--- src/rtl/collatz_bus_master.sv ---
// Bus master that walks one Collatz trajectory down to 1 through the
// mode-switching peripheral, with step limit, overflow guard and bus timeout.
module collatz_bus_master #(
    parameter int MAX_STEPS = 255,
    parameter int TIMEOUT   = 64
) (
    input  logic       clock,
    input  logic       reset,
    input  logic       start,
    input  logic [7:0] start_value,
    input  logic       readyout,
    input  logic [7:0] rdata,
    output logic       write,
    output logic       trans,
    output logic [7:0] waddr,
    output logic [7:0] wdata,
    output logic [7:0] value,
    output logic [7:0] steps,
    output logic       busy,
    output logic       done,
    output logic [2:0] err
);

    localparam int TW = $clog2(TIMEOUT + 1);
    localparam logic [7:0]    MAX_STEPS_L = 8'(MAX_STEPS);
    localparam logic [TW-1:0] TO_LAST     = TW'(TIMEOUT - 1);

    typedef enum logic [2:0] {
        S_IDLE, S_CHECK, S_WR, S_GAP, S_RD, S_DONE, S_ERR
    } state_t;

    state_t        state_reg, state_next;
    logic [7:0]    value_reg, value_next;
    logic [7:0]    steps_reg, steps_next;
    logic [2:0]    err_reg, err_next;
    logic [TW-1:0] tcnt_reg, tcnt_next;

    always_ff @(posedge clock) begin
        if (reset) begin
            state_reg <= S_IDLE;
            value_reg <= 8'd0;
            steps_reg <= 8'd0;
            err_reg   <= 3'd0;
            tcnt_reg  <= '0;
        end else begin
            state_reg <= state_next;
            value_reg <= value_next;
            steps_reg <= steps_next;
            err_reg   <= err_next;
            tcnt_reg  <= tcnt_next;
        end
    end

    always_comb begin
        state_next = state_reg;
        value_next = value_reg;
        steps_next = steps_reg;
        err_next   = err_reg;
        tcnt_next  = tcnt_reg;
        case (state_reg)
            S_IDLE, S_DONE, S_ERR: begin
                if (start) begin
                    value_next = start_value;
                    steps_next = 8'd0;
                    err_next   = 3'd0;
                    if (start_value == 8'd0) begin
                        state_next = S_ERR;
                        err_next   = 3'd1;
                    end else begin
                        state_next = S_CHECK;
                    end
                end
            end
            S_CHECK: begin
                if (value_reg == 8'd1) begin
                    state_next = S_DONE;
                end else if (steps_reg == MAX_STEPS_L) begin
                    state_next = S_ERR;
                    err_next   = 3'd3;
                end else if (value_reg[0] && value_reg >= 8'd85) begin
                    // 3n+1 would no longer fit in 8 bits
                    state_next = S_ERR;
                    err_next   = 3'd2;
                end else begin
                    state_next = S_WR;
                    tcnt_next  = '0;
                end
            end
            S_WR: begin
                if (readyout) begin
                    state_next = S_GAP;
                end else if (tcnt_reg == TO_LAST) begin
                    state_next = S_ERR;
                    err_next   = 3'd4;
                end else begin
                    tcnt_next = tcnt_reg + 1'b1;
                end
            end
            S_GAP: begin
                state_next = S_RD;
                tcnt_next  = '0;
            end
            S_RD: begin
                if (readyout) begin
                    value_next = rdata;
                    steps_next = steps_reg + 8'd1;
                    state_next = (rdata == 8'd1) ? S_DONE : S_CHECK;
                end else if (tcnt_reg == TO_LAST) begin
                    state_next = S_ERR;
                    err_next   = 3'd4;
                end else begin
                    tcnt_next = tcnt_reg + 1'b1;
                end
            end
            default: state_next = S_IDLE;
        endcase
    end

    // Bus outputs decode straight from the state register, so they cannot
    // move while a transfer is held waiting for readyout.
    assign trans = (state_reg == S_WR) || (state_reg == S_RD);
    assign write = (state_reg == S_WR);
    assign waddr = (state_reg == S_RD) ? value_reg : 8'd0;
    assign wdata = (state_reg == S_WR) ? {7'b0, value_reg[0]} : 8'd0;
    assign value = value_reg;
    assign steps = steps_reg;
    assign busy  = (state_reg == S_CHECK) || (state_reg == S_WR) ||
                   (state_reg == S_GAP)   || (state_reg == S_RD);
    assign done  = (state_reg == S_DONE);
    assign err   = err_reg;

endmodule

--- config.mk ---
export PLATFORM = sky130hd
export DESIGN_NAME = collatz_bus_master
export DESIGN_NICKNAME = d
export VERILOG_FILES = /design/src/rtl/collatz_bus_master.sv
export SDC_FILE = /design/constraint.sdc
export NUM_CORES = 1
export LEC_CHECK = 0
export BUFFER_PORTS_ARGS = -buffer_cell sky130_fd_sc_hd__buf_2
export CAP_MARGIN = 30
export CORE_ASPECT_RATIO = 0.8
export CORE_MARGIN = 2
export CORE_UTILIZATION = 48
export CTS_BUF_LIST = sky130_fd_sc_hd__clkbuf_4
export DETAILED_ROUTE_END_ITERATION = 10
export PLACE_DENSITY = 0.77
export SLEW_MARGIN = 20
export SYNTH_ARGS = -nofsm -noshare
export SYNTH_HDL_FRONTEND = slang
export SYNTH_SLANG_ARGS = --single-unit
--- constraint.sdc ---
create_clock -name clock -period 1.8 [get_ports clock]
set_input_delay 0.18 -clock clock [delete_from_list [all_inputs] [get_ports clock]]
set_output_delay 0.18 -clock clock [all_outputs]
set_load 0.02 [all_outputs]
==> results.cfg, run 1 <==
[floorplan]
initial_core_util_pct = 50.9
dieArea_um2 = 4650
fp.dieH_um = 61.4
ios = 59
core_area_um2 = 3880
core.rowCount = 20
chipWidth_um = 75.7

[yosys]
top_flip_flop_cell_by_instance_count_after_synthesis = dfxtp_1
yosys.area.top_type = dfxtp_1
number_of_distinct_library_cells_after_synthesis = 66
async_reset_ff_share_pct = 0
postSynthAreaPerCell_um2 = 7.96
number_of_warning_messages_in_the_yosys_log = 0
netlist_area_um2 = 1970
synth_area_leaders = dfxtp_1 (29%), nand2_1 (5.3%), nor2_1 (4.8%), a311oi_1 (4.0%), and3_1 (3.5%)
synth-edff-count = 0
netlist_instances = 248
seq_total_area_yosys_pct = 29.4
post-synth-top-area-fraction_pct = 29.4
ys_seq_elements = 29

[power_and_ir_drop]
power.share.sequential_pct = 39.3
combPwrFrac_pct = 33.3
cell_internal_pwr_mw = 1.24
net-switching-power_mw = 0.641
power.static_leakage_nw = 1.22
power_per_cell_area_nw_per_um2 = 713
share_clk_of_total_power_pct = 27.4
power_switching_share_pct = 34.2
irDropWorstVdd_mv = 0.434

[finish]
multi_input_area_um2 = 1320
layout_commonest_cell = buf_2
insertedDiodeCount = 0
final_cell_mix = buf_2 (51), buf_4 (37), nand2_1 (28)
fin_nets = 349
post-route-cell-area_um2 = 2630
ratio_of_cells_with_drive_above_1_in_the_final_layout_pct = 37.3
final_core_utilization_pct = 67.9
synthToLayoutAreaGrowth_pct = 33.3
layout.filler_cells = 326
seqCellArea_um2 = 597

[setup_path]
data_required_time_of_the_worst_path_ns = 2.02
cp_cell_sequence = buf_4, and3b_1, a21o_1, a222oi_1, nand4b_1, and3_1
critPathKind = reg -> reg
path_max_fanout = 14
critical_path.slowest_cell = dfxtp_4
worst_setup_path_end_kind = register
reg2regPathDepth = 6
critPathArrivalTime_ns = 2.00
critical_path_start_type = register
cp_max_stage_delay_ns = 0.39

[clock_network]
clock_insertion_delay_worst_skew_ns = 0.33
cts-htree-levels = 2
cts_inserted_buffers = 5
numClockSinks = 29
clock_tree.buffer_depth = 2
worst_setup_hold_path_clk_slew_ns = 0.09
post_cts_hold_buffer_count = 0
cts_tree = done
clk_tree_root_cell = clkbuf_4

[timing]
post-route-min-period_ns = 1.78
final_hold_viol_count = 0
rsz0062_at_grt = yes
slew_limit_fails = 0
max_slew.worst_pin.slew_ns = 0.561
timing.fmax_mhz = 563
setup_tns_ns = 0
slew_headroom_pct = 62.3
setup_viol = 0
fin_crit_sh_pct = 98.8
skew_ns = 0.00730

[detailed_routing]
met2WireLength_um = 2670
top_signal_layer_used = met4
wl_met1_um = 2670
wl_per_cell_um = 15.3
detail_route.drc_violations = 0
vias = 2174
final_antenna_violating_net_count = 0
firstDrtPassIters = 5
initialDrtViolationCount = 210
routed_wirelength_um = 5860
post_drt_via_cell_ratio = 5.69
met3_wirelength_um = 438

[placed_design]
io_buffers = 51
place_congestion = 0.908
dp_hpwl_um = 4470
dpl-instance-area_um2 = 2470

[worst_hold_path]
min_path_type = in -> reg
count_of_cells_along_the_worst_hold_path = 3

[global_routing]
first_global_vias = 1982
grt.overflow.total = 0
global_route_wire_length_before_repair_um = 9180
globalRouteTotalUtil_pct = 26.5
grt_start_max_net_pins = 26
grt_antenna_before_repair = 0

[run]
maxCapViolCount = 0

[outcome]
run_status = finished clean
path summary, 6_finish.rpt:
kind / start / end / slack (ns)
max: state_reg[2] / state_reg[2] / 0.02
min: rdata[5] / value[5] / 0.12
max reg2reg: state_reg[2] / state_reg[2] / 0.02
min reg2reg: err[2] / err[2] / 0.49
power by group through the flow:
stage          clock (mW)  combinational (mW)  sequential, mW
2_1_floorplan           0               0.344           0.762
3_3_place_gp            0               0.572           0.739
3_5_place_dp            0               0.582           0.740
4_1_cts             0.527               0.595           0.728
5_1_grt             0.555               0.679           0.742
6_report            0.515               0.625           0.737
cell type report:
class | instances | area share, %
Multi-Input combinational cell | 197 | 50.2
Sequential cell | 29 | 22.7
Timing Repair Buffer | 89 | 21.0
Tap cell | 55 | 2.61
Clock buffer | 5 | 1.43
Clock inverter | 2 | 1.33
Inverter | 5 | 0.713
timing repair:
action,4_1_cts,5_1_grt
endpoints found under the setup margin,21,14
resized for setup,10,12
pin swaps,3,5
setup buffers,1,0
Yosys cell counts, types with 6 or more instances:
library cell and instances:
nor2_1 25, nand2_1 28, dfxtp_1 29, a311oi_1 9, nor3_1 7, clkbuf_1 6
xor2_1 6, a21oi_1 8, o21ai_0 8, buf_2 7, and3_1 11, nand3_1 6
buf_4 8
stage by stage:
step	power (mW)	hold WS, ns	setup slack [ns]	instances
global placement	1.31	0.460	-0.102	374
CTS	1.85	0.108	0.00205	382
detailed placement	1.32	0.464	-0.152	374
global route	1.98	0.117	-0.0188	382
floorplan	1.11	0.290	0.0326	254
finish	1.88	0.116	0.0223	382
logic make-up after synthesis:
kind of cell / synth area share [%]
AND/OR/NAND/NOR: 29.6
buffers and inverters: 8.24
adder cells (fa/ha/maj): 1.27
XOR/XNOR: 3.55
multiplexers: 1.52
AO/OA/AOI/OAI: 26.2
other: 0.190
flip-flops: 29.4
routing by layer:
| metal | global-route usage (%) | vias up |
|---|---|---|
| met5 | 0 | - |
| met4 | 9.27 | 0 |
| met3 | 5.24 | 12 |
| met2 | 38.5 | 100 |
| met1 | 39.1 | 1000 |
| li1 | - | 1062 |
worst max-delay path, delay by kind of cell (launching register included):
family / cells / cell delay (ns)
compound gates: 2 / 0.56
simple gates: 3 / 0.53
flops: 1 / 0.39
buf+inv: 1 / 0.19
No activity file was read; power rests on OpenSTA's default activity.
==> run 2: changes to the inputs <==
- CORE_UTILIZATION: 48 -> 40
- PLACE_DENSITY: 0.77 -> 0.66
==> run 2 against run 1 <==
Against the previous run:
- sequential cell count did not move
- maximum frequency rose by 0.53%
- via count down 3.3%
- die area increased by 19%
- global-route usage down 5.1 points
- highest routed layer unchanged
- sequential share of layout area decreased by 0.38 points
- largest power group unchanged
- largest cell class unchanged
- worst setup slack improved by 0.0094 ns
- critical path depth did not move
- register-to-register slack about the same
==> results.cfg, run 2 (synthesis gave the netlist of run 1 again) <==
[outcome]
run_status = finished clean

[setup_path]
regToRegStartpoint = tcnt_reg[1]
worstSetupPathDepth = 6
critical_path_start_type = register
critical_path.slowest_cell = o41ai_4
critPathArrivalTime_ns = 2.00
worst_setup_path_end_kind = register
critPathKind = reg -> reg
regToRegSetupSlack_ns = 0.03
cp_max_stage_delay_ns = 0.36
worstPathBufferInverterCount = 0
cp_cell_sequence = ha_2, nand3_4, o41ai_4, o2111ai_4, o31a_1, o21ba_1
worst_setup_path_start = tcnt_reg[1]
data_required_time_of_the_worst_path_ns = 2.03
reg2reg_to = err[0]
cp_top_family = compound AO/OA/AOI/OAI gates
cp-endpoint = err[0]
reg2regPathDepth = 6
path_max_fanout = 5

[placed_design]
dp_hpwl_um = 4350
io_buffers = 51
placed_cells_incl_taps = 381
place_congestion = 0.886

[timing]
fin_crit_sh_pct = 98.2
setup_tns_ns = 0
slew_headroom_pct = 65.3
skew_ns = 0.00617
timing.fmax_mhz = 566
final_hold_viol_count = 0
setup_viol = 0
slew_limit_fails = 0
rsz0062_at_grt = yes
post-route-min-period_ns = 1.77
max_slew.worst_pin.slew_ns = 0.520

[clock_network]
clk_tree_root_cell = clkbuf_4
clock_tree.buffer_depth = 2
post_cts_hold_buffer_count = 0
worst_setup_hold_path_clk_slew_ns = 0.10
numClockSinks = 29
cts-htree-levels = 2
clock_insertion_delay_worst_skew_ns = 0.33
cts_inserted_buffers = 5
cts_tree = done

[floorplan]
core.rowCount = 22
initial_core_util_pct = 42.2
fp.dieH_um = 66.8
core_area_um2 = 4680
ios = 59
chipWidth_um = 82.6
dieArea_um2 = 5520

[global_routing]
grt.overflow.total = 0
grt_antenna_before_repair = 0
grt_start_max_net_pins = 26
global_route_wire_length_before_repair_um = 9070
globalRouteTotalUtil_pct = 21.4
first_global_vias = 1936

[finish]
synthToLayoutAreaGrowth_pct = 33.9
layout.filler_cells = 454
ratio_of_cells_with_drive_above_1_in_the_final_layout_pct = 36.9
final_core_utilization_pct = 56.5
insertedDiodeCount = 0
layout_commonest_cell = buf_2
final_cell_mix = buf_2 (51), buf_4 (40), nand2_1 (28)
fin_nets = 352
layoutNonFillerInstCount = 391

[power_and_ir_drop]
total_power_mw = 1.90
cell_internal_pwr_mw = 1.26
power_switching_share_pct = 33.8
power_per_cell_area_nw_per_um2 = 719
irDropWorstVdd_mv = 0.346
power.share.sequential_pct = 37.8
share_clk_of_total_power_pct = 28.9
power.static_leakage_nw = 1.23
combPwrFrac_pct = 33.3
net-switching-power_mw = 0.643

[detailed_routing]
final_antenna_violating_net_count = 0
post_drt_via_cell_ratio = 5.38
wl_per_cell_um = 14.5
initialDrtViolationCount = 193
detail_route.drc_violations = 0
routed_wirelength_um = 5660
vias = 2102
firstDrtPassIters = 5

[worst_hold_path]
min_path_type = in -> reg
count_of_cells_along_the_worst_hold_path = 3

[run]
maxCapViolCount = 0
-- run 2: worst min path at each step --
stage                   endpoint  startpoint  slack (ns)
detailed placement      value[4]    rdata[4]        0.47
global placement        value[4]    rdata[4]        0.46
floorplan           state_reg[0]       start        0.29
finish                  value[4]    rdata[4]        0.11
CTS                     value[5]    rdata[5]        0.11
global route            value[1]    rdata[1]        0.11
-- run 2: power by group through the flow --
stage / logic, mW / registers [mW] / clock network [mW]
floorplan: 0.344 / 0.762 / 0
global placement: 0.597 / 0.727 / 0
detailed placement: 0.601 / 0.727 / 0
CTS: 0.615 / 0.713 / 0.554
global route: 0.687 / 0.723 / 0.590
finish: 0.632 / 0.718 / 0.550
-- run 2: cell type report --
cell class              count  area (um2)  share of cell area, %
multi-input cells         197        1310                   49.4
flip-flops and latches     29         589                   22.3
repair buffers             92         576                   21.8
well taps                  60        75.1                   2.84
clock buffers               6        45.0                   1.70
clock inverters             2        33.8                   1.28
inverters                   5        18.8                  0.710
-- run 2: through the flow --
stage	setup slack [ns]	hold WS [ns]	instance area (um2)
6_report	0.0317	0.109	2640
3_3_place_gp	-0.00438	0.462	2490
4_1_cts	0.000875	0.106	2620
3_5_place_dp	-0.0627	0.468	2490
2_1_floorplan	0.0326	0.290	2000
5_1_grt	-0.0526	0.106	2640
-- run 2: metal layers --
layer / global-route usage (%) / up-vias / part of all wire, %
met5: 0 / - / 0
met4: 4.30 / 0 / 0.39
met3: 4.88 / 4 / 6.3
met2: 31.7 / 59 / 44
met1: 31.4 / 971 / 49
li1: - / 1068 / -
-- run 2: tightest hold or removal path, cell delays in order --
cell      delay, ns
buf_2          0.11
nand2_1        0.05
a311oi_1       0.07
-- run 2: what timing repair did --
item | in CTS | in global routing
buffers inserted | 2 | 0
gates cloned | 0 | 0
resized for setup | 10 | 6
pin swaps | 4 | 2
endpoints found under the setup margin | 2 | 14
